File: src/rtl/datapath_pkg.sv
// Shared types and constants for the microprogrammed execution datapath.
// Build option: DATAPATH_R0_ZERO_EN hardwires register 0 to zero.
package datapath_pkg;

    localparam int RF_DEPTH  = 8;
    localparam int RF_ADDR_W = 3;

    typedef enum logic [1:0] {
        ALU_ADD  = 2'b00,
        ALU_SUB  = 2'b01,
        ALU_AND  = 2'b10,
        ALU_PASS = 2'b11
    } alu_op_t;

    typedef struct packed {
        logic cy;
        logic neg;
        logic zero;
    } flags_t;

    function automatic alu_op_t to_alu_op(input logic [1:0] raw);
        return alu_op_t'(raw);
    endfunction

endpackage

File: src/rtl/datapath_alu.sv
// Combinational 2-bit-opcode ALU: add, subtract, and, pass-through.
// The carry is taken from a WIDTH+1 bit sum; logic ops clear it.
module datapath_alu
    import datapath_pkg::*;
#(
    parameter int WIDTH = 8
) (
    input  logic [WIDTH-1:0] A,
    input  logic [WIDTH-1:0] B,
    input  alu_op_t          alu_op,
    output logic [WIDTH-1:0] y,
    output logic             carry,
    output logic             negative,
    output logic             zero
);

    logic [WIDTH:0] sum;

    always_comb begin
        sum   = '0;
        y     = '0;
        carry = 1'b0;
        unique case (alu_op)
            ALU_ADD: begin
                sum   = {1'b0, A} + {1'b0, B};
                y     = sum[WIDTH-1:0];
                carry = sum[WIDTH];
            end
            ALU_SUB: begin
                // carry set means no borrow, i.e. A >= B unsigned
                sum   = {1'b0, A} + {1'b0, ~B} + {{WIDTH{1'b0}}, 1'b1};
                y     = sum[WIDTH-1:0];
                carry = sum[WIDTH];
            end
            ALU_AND: begin
                y = A & B;
            end
            ALU_PASS: begin
                y = A;
            end
        endcase
    end

    assign negative = y[WIDTH-1];
    assign zero     = (y == '0);

endmodule

File: src/rtl/datapath.sv
// Execution datapath: 8-entry RF, ALU, R_in/R_out and registered flags.
// Build option: DATAPATH_R0_ZERO_EN makes RF[0] read as 0, ignore writes.
module datapath
    import datapath_pkg::*;
#(
    parameter int WIDTH = 8
) (
    input  logic                 clk,
    input  logic                 rst_n,
    input  logic [RF_ADDR_W-1:0] fld_A,
    input  logic [RF_ADDR_W-1:0] fld_B,
    input  logic [RF_ADDR_W-1:0] fld_C,
    input  logic                 ldRF,
    input  logic                 selR_in,
    input  logic                 ldR_in,
    input  logic                 ldR_out,
    input  logic [1:0]           alu_op,
    input  logic [WIDTH-1:0]     data_in,
    output logic [WIDTH-1:0]     data_out,
    output logic                 out_valid,
    output logic                 cy,
    output logic                 neg,
    output logic                 zero
);

    logic [WIDTH-1:0] rf_q [RF_DEPTH];
    logic [WIDTH-1:0] rf_d [RF_DEPTH];
    logic [WIDTH-1:0] r_in_q, r_in_d;
    logic [WIDTH-1:0] r_out_q, r_out_d;
    logic             out_valid_q, out_valid_d;
    flags_t           flags_q, flags_d;

    logic [WIDTH-1:0] op_a, op_b, alu_y;
    logic             alu_cy, alu_neg, alu_zero;
    logic             wr_en;

    always_comb begin
        op_a = rf_q[fld_A];
        op_b = rf_q[fld_B];
`ifdef DATAPATH_R0_ZERO_EN
        if (fld_A == '0) op_a = '0;
        if (fld_B == '0) op_b = '0;
`endif
    end

    datapath_alu #(
        .WIDTH(WIDTH)
    ) u_alu (
        .A        (op_a),
        .B        (op_b),
        .alu_op   (to_alu_op(alu_op)),
        .y        (alu_y),
        .carry    (alu_cy),
        .negative (alu_neg),
        .zero     (alu_zero)
    );

`ifdef DATAPATH_R0_ZERO_EN
    assign wr_en = ldRF && (fld_C != '0);
`else
    assign wr_en = ldRF;
`endif

    // Reads come from rf_q, so a same-cycle write is never forwarded.
    always_comb begin
        rf_d = rf_q;
        if (wr_en) rf_d[fld_C] = selR_in ? r_in_q : alu_y;
    end

    always_comb begin
        r_in_d      = ldR_in ? data_in : r_in_q;
        r_out_d     = ldR_out ? alu_y : r_out_q;
        out_valid_d = ldR_out;
        flags_d     = flags_q;
        if (ldR_out || (ldRF && !selR_in)) begin
            flags_d = '{cy: alu_cy, neg: alu_neg, zero: alu_zero};
        end
    end

    always_ff @(posedge clk or negedge rst_n) begin
        if (!rst_n) begin
            for (int i = 0; i < RF_DEPTH; i++) rf_q[i] <= '0;
            r_in_q      <= '0;
            r_out_q     <= '0;
            out_valid_q <= 1'b0;
            flags_q     <= '0;
        end else begin
            rf_q        <= rf_d;
            r_in_q      <= r_in_d;
            r_out_q     <= r_out_d;
            out_valid_q <= out_valid_d;
            flags_q     <= flags_d;
        end
    end

    assign data_out  = r_out_q;
    assign out_valid = out_valid_q;
    assign cy        = flags_q.cy;
    assign neg       = flags_q.neg;
    assign zero      = flags_q.zero;

endmodule
File: config.mk
export PLATFORM = sky130hd
export DESIGN_NAME = datapath
export DESIGN_NICKNAME = d
export VERILOG_FILES = /design/src/rtl/datapath_pkg.sv /design/src/rtl/datapath_alu.sv /design/src/rtl/datapath.sv
export SDC_FILE = /design/constraint.sdc
export NUM_CORES = 1
export LEC_CHECK = 0
export ABC_AREA = 1
export CORE_MARGIN = 1
export CORE_UTILIZATION = 36
export CTS_CLUSTER_DIAMETER = 120
export DETAILED_ROUTE_END_ITERATION = 10
export HOLD_SLACK_MARGIN = 0.02
export PLACE_DENSITY_LB_ADDON = 0.12
export SYNTH_ARGS = -nofsm -noshare
export SYNTH_HDL_FRONTEND = slang
export SYNTH_SLANG_ARGS = --single-unit
File: constraint.sdc
create_clock -name clk -period 5.5 [get_ports clk]
set_input_delay 1.1 -clock clk [delete_from_list [all_inputs] [get_ports clk]]
set_output_delay 1.1 -clock clk [all_outputs]
set_load 0.05 [all_outputs]
Word level (Yosys, flattened, before mapping)
Index checks and enable logic that the tools add are counted.
{"block": "op_classes", "n_lt_le_gt_ge": 4, "n_mux": 12, "addsub": 3, "eq_ne": 3, "reduce_logical": 6, "n_bitwise": 5}
{"cell": "$bwmux W64", "n": 1}
{"cell": "$bmux W8 S3", "n": 2}
{"cell": "$mux W8", "n": 6}
{"cell": "$pmux W8 S4", "n": 1}
{"cell": "$demux W8 S3", "n": 1}
{"cell": "$add A8 B8 Y9", "n": 2}
{"cell": "$ge A4 B4 Y1 const B", "n": 3}
{"cell": "$not A3 Y4", "n": 3}
{"cell": "$add A9 B1 Y9 const B", "n": 1}
{"cell": "$and A8 B8 Y8", "n": 1}
{"cell": "$logic_not A8 Y1", "n": 1}
{"cell": "$not A8 Y8", "n": 1}
{"cell": "$eq A2 B2 Y1 const B", "n": 2}
{"cell": "$lt A4 B1 Y1 const B", "n": 1}
{"cell": "$eq A2 B1 Y1 const B", "n": 1}
{"cell": "$logic_and A1 B1 Y1", "n": 2}
{"cell": "$logic_not A2 Y1", "n": 1}
{"cell": "$pmux W1 S2", "n": 1}
{"cell": "$logic_not A1 Y1", "n": 1}
{"cell": "$logic_or A1 B1 Y1", "n": 1}
{"block": "word_totals", "output_inout_bits": 12, "in_bits": 25, "elab_cells": 47, "regBits": 84}

Logic depth before layout (Yosys ltp)
{"block": "depth", "ltp_word": 10, "depth_mapped": 22}

Modules after synthesis
A second synthesis with hierarchy kept.
{"block": "hier_totals", "hier_cells": 895, "area_unflattened_um2": 5883.1}
{"module": "datapath", "cells_each": 681, "area_per_inst_um2": 4773.3, "instances": 1}
{"module": "datapath_alu", "cells_each": 214, "area_per_inst_um2": 1109.8, "instances": 1}

Worst setup path after synthesis
No wires, ideal clock.
{"block": "synth_timing", "kind": "input to register", "from": "input fld_B[1]", "to": "register rf_q[15] in the netlist's numbering", "stages": 17, "t_arrival_ns": 3.495, "slack_ns": 1.870, "n_path_buf": 1, "cell_sequence": "clkbuf_1 clkinv_1 a21oi_1 o21ai_0 nand2_1 inv_1 o21ai_0 inv_1 ha_1 o21ai_1 nand3_2 nand3_1 a21boi_1 nor2_2 nand2_2 nand3_1 o21ai_1"}
{"block": "synth_between", "elab_chain_len": 10, "word_cells_on_any_way": 12, "classes_between": "add/sub (3); mux (6); bitwise (3)"}
{"item": "start: declaration", "line": "datapath.sv:11", "rtl": "input logic [RF_ADDR_W-1:0] fld_B,"}
{"item": "$not A3 Y4 (implied by the code) (*)", "line": "datapath.sv:39", "rtl": "op_b = rf_q[fld_B];"}
{"item": "$bmux W8 S3 (*)", "line": "datapath.sv:39"}
{"item": "$mux W8 (implied by the code) (*) (2 in a row)", "line": "datapath.sv:39"}
{"item": "$not A8 Y8", "line": "datapath_alu.sv:31", "rtl": "sum = {1'b0, A} + {1'b0, ~B} + {{WIDTH{1'b0}}, 1'b1};"}
{"item": "$add A8 B8 Y9", "line": "datapath_alu.sv:31"}
{"item": "$add A9 B1 Y9", "line": "datapath_alu.sv:31"}
{"item": "$pmux W8 S4 (*)", "line": "datapath_alu.sv:23", "rtl": "unique case (alu_op)"}
{"item": "$mux W8 (*)", "line": "datapath.sv:67", "rtl": "if (wr_en) rf_d[fld_C] = selR_in ? r_in_q : alu_y;"}
{"item": "$bwmux W64 (*)", "line": "datapath.sv:67"}
{"item": "end signal: assignment", "line": "datapath.sv:88", "rtl": "rf_q <= rf_d;"}
{"item": "end: declaration", "line": "datapath.sv:26", "rtl": "logic [WIDTH-1:0] rf_q [RF_DEPTH];"}
Mark *: on every way between the ends. The rest lies on a longest branch, timed or not. The select of a mux whose other input is x is not followed.
A chain may end at the register's enable or synchronous reset.

Worst setup path in the final report
{"block": "layout_timing", "from": "input fld_B[0]", "to": "register rf_q[63] in the netlist's numbering"}
The elaborated chain is that of the path after synthesis.

==> results.ini <==
[sta]
final.min_clock_period_ns = 4.21
setup_tns_ns = 0
drv_slew = 0
relSlewSlack_pct = 45.2
finalCritPeriodShare_pct = 76.5
rsz0062_at_grt = false
clock.fmax_mhz = 238
fin_worst_skew_ns = 0.00968
holdWs_ns = 0.490
setup_viol = 0
hold_violations = 0
tightest_slew_ns = 0.819

[floorplan]
initial_core_util_pct = 37.4
die_y_um = 126
io_pins = 37
die_width_um = 126
rows = 44
core-area_sq_mm = 0.0148
dieArea_sq_mm = 0.0158

[hold_path]
min-delay-start = data_out[2]$_DFFE_PN0P_
holdPathEnd = data_out[2]$_DFFE_PN0P_
hp-class = reg2reg
holdPathStages = 2

[logic_synthesis]
synth_seq_cells = 84
avgSynthCellArea_sq_um = 6.98
ys.flop_type = dfrtp_1
yosysTopAreaCellShare_pct = 38.1
yosysSeqAreaShare_pct = 38.1
netlist_area_sq_mm = 0.00552
synthCells = 791
ys_warn_count = 0
yosysTopAreaCell = dfrtp_1
synth_edf_count = 0
synthArstFlopShare_pct = 100
yosysUniqueCellTypes = 40
synth.top_cells.by_area = dfrtp_1, nand2_1, nand3_1, inv_1, o21ai_0
syn_nets = 835

[critical_path]
crit_type = in2reg
arrival_ns = 4.42
cp_max_fo = 20
critPathRequiredTime_ns = 5.71
ff2ff_setup_slack_ns = 2.59
crit_path_end_kind = flip-flop
cp-start-kind = input port
r2r_end = zero$_DFFE_PN0P_
r2r_start = rf_q[56]$_DFFE_PN0P_
reg2reg_depth = 17

[grt]
grt_first_pass_wirelength_um = 28900
antenna_found_initial = 0
grt_pass1_vias = 5232
overflow = 0
grt_max_degree = 47
grtUsageTotal_pct = 24.1

[power]
p_leak_nw = 3.13
p_per_area_mw_per_mm2 = 368
irDropWorstVdd_mv = 0.211

[cells_and_area]
antenna_cells = 0
most-common-layout-cells = nand2_1, inv_1, dfrtp_1
fin_area_sq_mm = 0.00640
drive_above_1_share_pct = 7.91
fin_cells = 1018
nets = 873
final_common_cell = nand2_1
area.growth.synth_to_final_pct = 15.9

[cts]
numCtsBuffers = 9
cts.sinks = 84
post-cts-setup-buffers = 0
clockBufferDepth = 2
root_buffer = clkbuf_16
cts_resized = 0
holdBufCountCts = 0
clk_pin_slew_ns = 0.06
htreeDepth = 3
cts_tree = done
clock_latency_ns = 0.36

[placement]
portBuffers = 36
place_area_sq_mm = 0.00607
dp_hpwl_um = 13300
gp_congestion = 0.905
dpl.cell_count = 1002

[drt]
wl_um = 18100
dr.pass1.iters = 5
drc_errors = 0
drt_iter0_drc = 452
ant_nets = 0
vias_per_cell = 5.28
avgRoutedWirePerCell_um = 17.8
num_vias = 5376

[run_status]
status = finished clean

[run]
cap_viol_max_count = 0

## sequential cells by signal, summed over array words and instances (netlist names)
register,flops
r_in_q,8
cy,1
data_out,8
neg,1
zero,1
rf_q,64
out_valid,1
## cells in the mapped netlist (4+ instances only)
master    number
o21ai_1       51
clkbuf_1      10
nand2_1      221
a21oi_1       39
nand2_2        4
inv_1         93
nand3_1       83
buf_6          5
nor2_1        52
o21ai_2        4
dfrtp_1       84
ha_1          17
inv_2         10
o21ai_0       65
nand3_2        6
buf_2          5
and2_1         6
o211ai_1       6
## metal layers
metal | GRT usage (%) | routed length (um) | vias up | share of wire [%]
met2 | 39.2 | 8350 | 176 | 46
met1 | 32.1 | 8130 | 2519 | 45
li1 | - | - | 2643 | -
met5 | 0 | 0 | - | 0
met4 | 9.21 | 478 | 0 | 2.6
met3 | 4.16 | 1120 | 38 | 6.2
## worst max-delay path, stage by stage
cell and delay (ns):
clkdlybuf4s50_1 0.42, inv_1 0.50, buf_4 0.26, nor2_1 0.04, o21ai_0 0.16, inv_1 0.05, o21ai_0 0.21, inv_1 0.07
ha_1 0.42, inv_2 0.11, nand2_1 0.07, nand2_1 0.06, a21oi_1 0.19, nand2_1 0.07, nand2_1 0.06, a21boi_1 0.07
nor2_2 0.19, nand2_2 0.18, nand3_1 0.11, o21ai_1 0.07
## worst max-delay path by stage
stage                                 endpoint  startpoint
after floorplan           rf_q[15]$_DFFE_PN0P_    fld_B[1]
after global placement    rf_q[43]$_DFFE_PN0P_    fld_B[0]
after detailed placement  rf_q[28]$_DFFE_PN0P_    fld_B[0]
after CTS                 rf_q[12]$_DFFE_PN0P_    fld_B[0]
after global routing      rf_q[36]$_DFFE_PN0P_    fld_B[0]
final                     rf_q[63]$_DFFE_PN0P_    fld_B[0]
## cell type report
cell class | instances | area [sq um]
Inverter | 106 | 398
Sequential cell | 84 | 2100
Multi-Input combinational cell | 578 | 2880
Clock inverter | 5 | 82.6
Timing Repair Buffer | 50 | 458
Fill cell | 1524 | 8360
Tap cell | 184 | 230
Clock buffer | 11 | 243
## per-stage QoR
step | util, % | power [mW] | setup slack, ns
floorplan | - | 1.42 | 1.87
global placement | 41.1 | 1.68 | 0.966
detailed placement | 41.1 | 1.68 | 0.950
CTS | 43.4 | 2.36 | 1.31
global route | 43.4 | 2.51 | 1.02
finish | 43.4 | 2.35 | 1.29
## power breakdown
part	switching, mW	internal, mW
combinational	0.556	0.282
clock	0.263	0.412
sequential	0.0871	0.754
total	0.906	1.45
## kinds of logic (layout without fill, tap and decap cells)
kind of cell             Yosys count  after routing  synth area share (%)
AO/OA/AOI/OAI                    175            175                  17.1
XOR/XNOR                           1              1                 0.159
adder cells (fa/ha/maj)           19             19                  4.58
buffers and inverters            129            172                  9.70
flip-flops                        84             84                  38.1
multiplexers                       1              1                 0.204
AND/OR/NAND/NOR                  382            382                  30.1
(Power assumes the default switching activity.)
